<file path="config.mk">
export PLATFORM = sky130hd
export DESIGN_NAME = calc_core
export DESIGN_NICKNAME = d
export VERILOG_FILES = /design/src/rtl/calc_pkg.sv /design/src/rtl/calc_resp_fifo.sv /design/src/rtl/calc_core.sv
export SDC_FILE = /design/constraint.sdc
export NUM_CORES = 1
export LEC_CHECK = 0
export ABC_CLOCK_PERIOD_IN_PS = 6400
export CAP_MARGIN = 20
export CORE_MARGIN = 2
export CORE_UTILIZATION = 54
export CTS_BUF_LIST = sky130_fd_sc_hd__clkbuf_4
export CTS_CLUSTER_DIAMETER = 120
export DETAILED_ROUTE_END_ITERATION = 6
export GPL_TIMING_DRIVEN = 0
export PLACE_DENSITY_LB_ADDON = 0.05
export SKIP_CTS_REPAIR_TIMING = 1
export SLEW_MARGIN = 20
export SYNTH_ARGS = -nofsm -noshare
export SYNTH_HDL_FRONTEND = slang
export SYNTH_SLANG_ARGS = --single-unit
</file>
<file path="constraint.sdc">
create_clock -name clk -period 6.4 [get_ports clk]
set_input_delay 0.96 -clock clk [delete_from_list [all_inputs] [get_ports clk]]
set_output_delay 0.96 -clock clk [all_outputs]
set_load 0.005 [all_outputs]
</file>
<file path="src/rtl/calc_pkg.sv">
// Shared definitions for the calculator execution core.
package calc_pkg;

  localparam int unsigned CMD_W      = 4;
  localparam int unsigned DATA_W     = 32;
  localparam int unsigned TAG_W      = 2;
  localparam int unsigned RESP_W     = 2;
  localparam int unsigned FIFO_DEPTH = 4;
  localparam int unsigned SHAMT_W    = 5;

  typedef enum logic [CMD_W-1:0] {
    CMD_NOP = 4'd0,
    CMD_ADD = 4'd1,
    CMD_SUB = 4'd2,
    CMD_SHL = 4'd5,
    CMD_SHR = 4'd6
  } cmd_e;

  typedef enum logic [RESP_W-1:0] {
    RESP_NONE = 2'd0,
    RESP_OK   = 2'd1,
    RESP_OVF  = 2'd2,
    RESP_INV  = 2'd3
  } resp_e;

  typedef struct packed {
    resp_e             resp;
    logic [DATA_W-1:0] data;
    logic [TAG_W-1:0]  tag;
  } resp_t;

endpackage

</file>
<file path="src/rtl/calc_resp_fifo.sv">
// Response queue: up to two writes and one read per cycle.
// Port 0 is stored ahead of port 1 when both write together.
module calc_resp_fifo
  import calc_pkg::*;
#(
  parameter int unsigned DEPTH = FIFO_DEPTH
) (
  input  logic  clk_i,
  input  logic  rst_ni,
  input  logic  wr0_valid_i,
  input  resp_t wr0_data_i,
  input  logic  wr1_valid_i,
  input  resp_t wr1_data_i,
  input  logic  pop_i,
  output resp_t head_o,
  output logic  empty_o,
  output logic  full_o
);

  localparam int unsigned PW = $clog2(DEPTH);
  localparam int unsigned CW = PW + 1;

  resp_t          mem_q [DEPTH];
  logic [PW-1:0]  wr_ptr_q, rd_ptr_q;
  logic [CW-1:0]  count_q;

  logic [1:0]     n_req, n_acc;
  logic [CW:0]    free_w;
  resp_t          slot0, slot1;
  logic           pop_eff, ovf;

  // Pack requests into consecutive slots and clip to the free space (pop frees one slot).
  always_comb begin
    n_req   = {1'b0, wr0_valid_i} + {1'b0, wr1_valid_i};
    slot0   = wr0_valid_i ? wr0_data_i : wr1_data_i;
    slot1   = wr1_data_i;
    pop_eff = pop_i && (count_q != '0);
    free_w  = (CW+1)'(DEPTH) - {1'b0, count_q} + (CW+1)'(pop_eff);
    if ({{(CW-1){1'b0}}, n_req} > free_w) n_acc = free_w[1:0];
    else                                  n_acc = n_req;
    ovf     = (n_acc != n_req);
  end

  // Pointer and occupancy bookkeeping.
  always_ff @(posedge clk_i or negedge rst_ni) begin
    if (!rst_ni) begin
      wr_ptr_q <= '0;
      rd_ptr_q <= '0;
      count_q  <= '0;
    end else begin
      wr_ptr_q <= wr_ptr_q + PW'(n_acc);
      rd_ptr_q <= rd_ptr_q + PW'(pop_eff);
      count_q  <= count_q + CW'(n_acc) - CW'(pop_eff);
    end
  end

  // Storage writes; entries are only read while counted valid, so no reset.
  always_ff @(posedge clk_i) begin
    if (n_acc != 2'd0) mem_q[wr_ptr_q] <= slot0;
    if (n_acc == 2'd2) mem_q[wr_ptr_q + PW'(1)] <= slot1;
  end

  assign head_o  = mem_q[rd_ptr_q];
  assign empty_o = (count_q == '0);
  assign full_o  = (count_q == CW'(DEPTH));

  no_overflow: assert property (@(posedge clk_i) disable iff (!rst_ni) !ovf);

endmodule

</file>
<file path="src/rtl/calc_core.sv">
// Calculator execution core: two-cycle command capture, single-cycle add/sub,
// iterative 1-bit/cycle shifter, responses merged through a queue.
module calc_core
  import calc_pkg::*;
#(
  parameter int unsigned CMD_WIDTH   = CMD_W,
  parameter int unsigned DATA_WIDTH  = DATA_W,
  parameter int unsigned TAG_WIDTH   = TAG_W,
  parameter int unsigned RESP_WIDTH  = RESP_W,
  parameter int unsigned FIFO_DEPTH  = calc_pkg::FIFO_DEPTH
) (
  input  logic                  clk,
  input  logic                  reset,
  input  logic [CMD_WIDTH-1:0]  cmd_in,
  input  logic [DATA_WIDTH-1:0] data_in,
  input  logic [TAG_WIDTH-1:0]  tag_in,
  output logic [RESP_WIDTH-1:0] out_resp,
  output logic [DATA_WIDTH-1:0] out_data,
  output logic [TAG_WIDTH-1:0]  out_tag
);

  typedef enum logic {S_IDLE, S_OP2} state_e;

  state_e                state_q, state_d;
  logic [CMD_WIDTH-1:0]  cmd_q;
  logic [DATA_WIDTH-1:0] op1_q, op2_q;
  logic [TAG_WIDTH-1:0]  tag_q;
  logic                  disp_q;

  logic                  shf_busy_q, shf_left_q;
  logic [SHAMT_W-1:0]    shf_cnt_q;
  logic [DATA_WIDTH-1:0] shf_val_q;
  logic [TAG_WIDTH-1:0]  shf_tag_q;
  logic                  shf_load, shf_done;

  logic                  alu_wr;
  logic [DATA_WIDTH:0]   sum;
  resp_t                 alu_ent, shf_ent, head, out_q;
  logic                  fifo_empty, fifo_full;

  // Command capture sequencing: command+op1, then op2.
  always_comb begin
    state_d = state_q;
    unique case (state_q)
      S_IDLE: if (cmd_in != '0) state_d = S_OP2;
      S_OP2:  state_d = S_IDLE;
      default: state_d = S_IDLE;
    endcase
  end

  // Input registers; disp_q marks the cycle the captured command executes.
  always_ff @(posedge clk or negedge reset) begin
    if (!reset) begin
      state_q <= S_IDLE;
      cmd_q   <= '0;
      op1_q   <= '0;
      op2_q   <= '0;
      tag_q   <= '0;
      disp_q  <= 1'b0;
    end else begin
      state_q <= state_d;
      disp_q  <= (state_q == S_OP2);
      if (state_q == S_IDLE && cmd_in != '0) begin
        cmd_q <= cmd_in;
        op1_q <= data_in;
        tag_q <= tag_in;
      end
      if (state_q == S_OP2) op2_q <= data_in;
    end
  end

  // Execute stage: add/sub/invalid/busy-shift answer here, free shifts hand off.
  always_comb begin
    alu_wr   = 1'b0;
    alu_ent  = '0;
    shf_load = 1'b0;
    sum      = '0;
    alu_ent.tag = tag_q;
    if (disp_q) begin
      case (cmd_q)
        CMD_ADD: begin
          sum          = {1'b0, op1_q} + {1'b0, op2_q};
          alu_wr       = 1'b1;
          alu_ent.data = sum[DATA_WIDTH-1:0];
          if (sum[DATA_WIDTH]) alu_ent.resp = RESP_OVF;
          else                 alu_ent.resp = RESP_OK;
        end
        CMD_SUB: begin
          alu_wr       = 1'b1;
          alu_ent.data = op1_q - op2_q;
          if (op2_q > op1_q) alu_ent.resp = RESP_OVF;
          else               alu_ent.resp = RESP_OK;
        end
        CMD_SHL, CMD_SHR: begin
          if (shf_busy_q) begin
            alu_wr       = 1'b1;
            alu_ent.resp = RESP_INV;
          end else begin
            shf_load = 1'b1;
          end
        end
        default: begin
          alu_wr       = 1'b1;
          alu_ent.resp = RESP_INV;
        end
      endcase
    end
  end

  // Iterative shifter: one bit per cycle, answers the cycle after the count hits zero.
  always_ff @(posedge clk or negedge reset) begin
    if (!reset) begin
      shf_busy_q <= 1'b0;
      shf_left_q <= 1'b0;
      shf_cnt_q  <= '0;
      shf_val_q  <= '0;
      shf_tag_q  <= '0;
    end else if (shf_load) begin
      shf_busy_q <= 1'b1;
      shf_left_q <= (cmd_q == CMD_SHL);
      shf_cnt_q  <= op2_q[SHAMT_W-1:0];
      shf_val_q  <= op1_q;
      shf_tag_q  <= tag_q;
    end else if (shf_busy_q) begin
      if (shf_cnt_q == '0) begin
        shf_busy_q <= 1'b0;
      end else begin
        shf_val_q <= shf_left_q ? (shf_val_q << 1) : (shf_val_q >> 1);
        shf_cnt_q <= shf_cnt_q - SHAMT_W'(1);
      end
    end
  end

  assign shf_done     = shf_busy_q && (shf_cnt_q == '0);
  assign shf_ent.resp = RESP_OK;
  assign shf_ent.data = shf_val_q;
  assign shf_ent.tag  = shf_tag_q;

  calc_resp_fifo #(.DEPTH(FIFO_DEPTH)) u_fifo (
    .clk_i       (clk),
    .rst_ni      (reset),
    .wr0_valid_i (alu_wr),
    .wr0_data_i  (alu_ent),
    .wr1_valid_i (shf_done),
    .wr1_data_i  (shf_ent),
    .pop_i       (!fifo_empty),
    .head_o      (head),
    .empty_o     (fifo_empty),
    .full_o      (fifo_full)
  );

  // Output register: head of queue for one cycle, zero otherwise.
  always_ff @(posedge clk or negedge reset) begin
    if (!reset)           out_q <= '0;
    else if (!fifo_empty) out_q <= head;
    else                  out_q <= '0;
  end

  assign out_resp = out_q.resp;
  assign out_data = out_q.data;
  assign out_tag  = out_q.tag;

  rate_within_capacity: assert property (@(posedge clk) disable iff (!reset) !fifo_full);

endmodule

</file>
==> reports/metrics.cfg <==
[clocking]
clk_path_buf_depth = 3
cts_tree = done
clkTransAtPathRegs_ns = 0.07
root_buffer = clkbuf_4
cts_made_buffers = 82
cts.sinks = 300
htree_num_levels = 3
clk_latency_ns = 0.80

[worst_hold_path]
min_path_type = in2async

[setup_path]
worstPathRequired_ns = 6.88
crit-reg2reg-launch = u_fifo.count_q[0]
r2r_slack_ns = 1.22
cp-start-kind = flip-flop
endpoint_kind = flip-flop
r2r_end = u_fifo.mem_q[2][20]
crit_fanout = 10
criticalPathCategory = reg2reg
crit_arrival_ns = 5.66
startpoint = u_fifo.count_q[0]
r2r_cells = 18

[global_route]
grt_pass1_wl_um = 80500
grt_max_degree = 95
grt_pass1_vias = 14100
antenna_found_initial = 2
grt_overflow_total = 0
grt.total_usage = 0.321

[routing]
route.detailed.drc = 0
viasPerCell = 6.24
routedWlPerCell_um = 23.4
drtIter0Drc = 1138
drt-pass1-iter-count = 6
wl_um = 52800
route.vias.total = 14100
ant_nets = 0

[floorplan]
io-pin-count = 76
core-area_mm2 = 0.0314
die_area_mm2 = 0.0331
die_h_um = 182
core.rowCount = 65
die_w_um = 182
initial_core_util = 0.545

[power]
combPwrFrac = 0.491
internal-power_mw = 5.78
p_seq_frac = 0.328
powerDensity_mw_per_mm2 = 512
switchingPower_mw = 4.26
swShare = 0.424
cellLeakagePower_nw = 7.78
fin_total_pwr_mw = 10.0
irDropWorstVdd_mv = 0.272
clkPwrFrac = 0.180

[timing]
hold_violations = 0
finalCriticalPeriod_ns = 5.18
tightest_slew_ns = 1.10
finalClockSkew_ns = 0.0727
setup_viol = 0
min_period_over_period = 0.809
rsz0062_at_grt = no
holdWs_ns = 0.214
slew_headroom = 0.264
setup_ws_ns = 1.22
max_clock_freq_ghz = 0.193
maxSlewViolCount = 0

[synthesis]
synthesis.area_mm2 = 0.0171
ys_warn_count = 0
synth_commonest_cells = nand2_1, dfrtp_1, edfxtp_1
post-synth-top-count-cell = nand2_1
ys_top_cells_by_area = edfxtp_1, dfrtp_1, ha_1, mux4_2, nand2_1
async_flop_share = 0.520
yosys.cell_types.count = 83
synth_edf_count = 136
synth_nets = 1741
avgSynthCellArea_um2 = 10.6
yosysSeqAreaShare = 0.476
synth.top_cell.area_share = 0.239
synthFlopType = dfrtp_1
synthCells = 1622
synth_seq_cells = 300
yosysTopAreaCell = edfxtp_1

[status]
status = complete, no violations

[place]
gp_congestion = 0.932
dp_slack_ns = 1.25
port_buffers = 75
hpwl_um = 38400
placed_cell_area_mm2 = 0.0185

[run]
maxCapViolCount = 0

[finish]
fin_area_mm2 = 0.0196
final_nets = 1905
area_growth_pct = 14.6
drive_gt1_frac = 0.141

-- registers in the layout (all words and copies together), names as in the netlist, 3 cells and up --
name            flops
u_fifo.count_q      3
shf_cnt_q           5
op1_q              32
out_data           32
op2_q              32
u_fifo.mem_q      144
cmd_q               4
shf_val_q          32
-- logic make-up (layout without fill, tap and decap cells) --
kind of cell	after synthesis	after routing	share of synthesized area
xor+xnor	14	14	0.00716
mux	107	107	0.0918
fa+ha+maj	79	79	0.0591
compound gates	499	499	0.205
flops	300	300	0.476
buf+inv	198	430	0.0448
other cells	0	1	0
simple gates	425	425	0.116
-- layout make-up --
type | count | area (um2)
fill | 2662 | 11800
clock inverter | 17 | 98.8
buffer | 118 | 467
clock buffer | 135 | 1010
timing repair buffer | 80 | 863
sequential | 300 | 8150
antenna | 1 | 2.50
multi-input combinational | 1124 | 8220
tap | 402 | 503
inverter | 80 | 300
-- worst max-delay path: stages (launching register included) --
cell,delay [ns]
dfrtp_1,0.40
nor3_1,0.22
clkbuf_1,0.40
clkbuf_1,0.46
ha_1,0.24
inv_1,0.06
ha_1,0.30
inv_1,0.05
ha_1,0.29
a21oi_1,0.15
a21oi_1,0.05
nand2_1,0.12
mux2i_1,0.75
nand2b_4,0.12
nand2b_1,0.10
clkbuf_1,0.45
nor2_1,0.20
buf_2,0.28
a22o_1,0.26
-- cells in the final DEF (no fill, tap or decap), types with 16 or more instances in the layout --
cell type	synthesis	layout
a21o_1	24	24
nand2b_1	16	16
clkdlybuf4s50_1	0	74
a22o_1	56	56
clkbuf_4	0	135
o22ai_1	16	16
ha_1	76	76
dfrtp_1	156	156
a221o_1	40	40
a21oi_1	88	88
nor2_1	104	104
o21bai_1	20	20
mux2i_1	33	33
nand2_1	170	169
mux4_2	36	36
clkbuf_1	87	87
mux2_2	37	37
inv_1	79	76
edfxtp_1	136	136
nor2b_1	49	49
o21ai_0	119	119
nor3_1	20	19
buf_2	16	16
-- routing by layer --
metal | vias up | global-route usage | share of wire | wire length, um
li1 | 6416 | - | - | -
met4 | 2 | 0.135 | 0.032 | 1700
met2 | 624 | 0.519 | 0.47 | 24700
met5 | - | 0 | 0.00038 | 20
met3 | 134 | 0.0644 | 0.089 | 4690
met1 | 6900 | 0.425 | 0.41 | 21700
-- metrics by stage --
step / util / instances / setup TNS, ns
3_3_place_gp: 0.585 / 2099 / -329.32
3_5_place_dp: 0.589 / 2104 / 0
2_1_floorplan: - / 1622 / 0
6_report: 0.625 / 2257 / 0
5_1_grt: 0.625 / 2257 / 0
4_1_cts: 0.624 / 2256 / 0
-- worst max path at each step --
stage / endpoint
CTS: u_fifo.mem_q[3][13]
finish: u_fifo.mem_q[2][20]
global route: u_fifo.mem_q[2][0]
global placement: op1_q[24]
floorplan: u_fifo.mem_q[0][0]
detailed placement: u_fifo.mem_q[2][20]
-- power groups by stage --
stage	clock (mW)	sequential, mW	combinational, mW
CTS	1.85	3.28	4.88
global route	1.95	3.36	5.34
finish	1.81	3.29	4.93
floorplan	0	3.18	3.27
detailed placement	0	3.32	4.86
global placement	0	3.30	4.72
No activity file was read; power rests on OpenSTA's default activity.
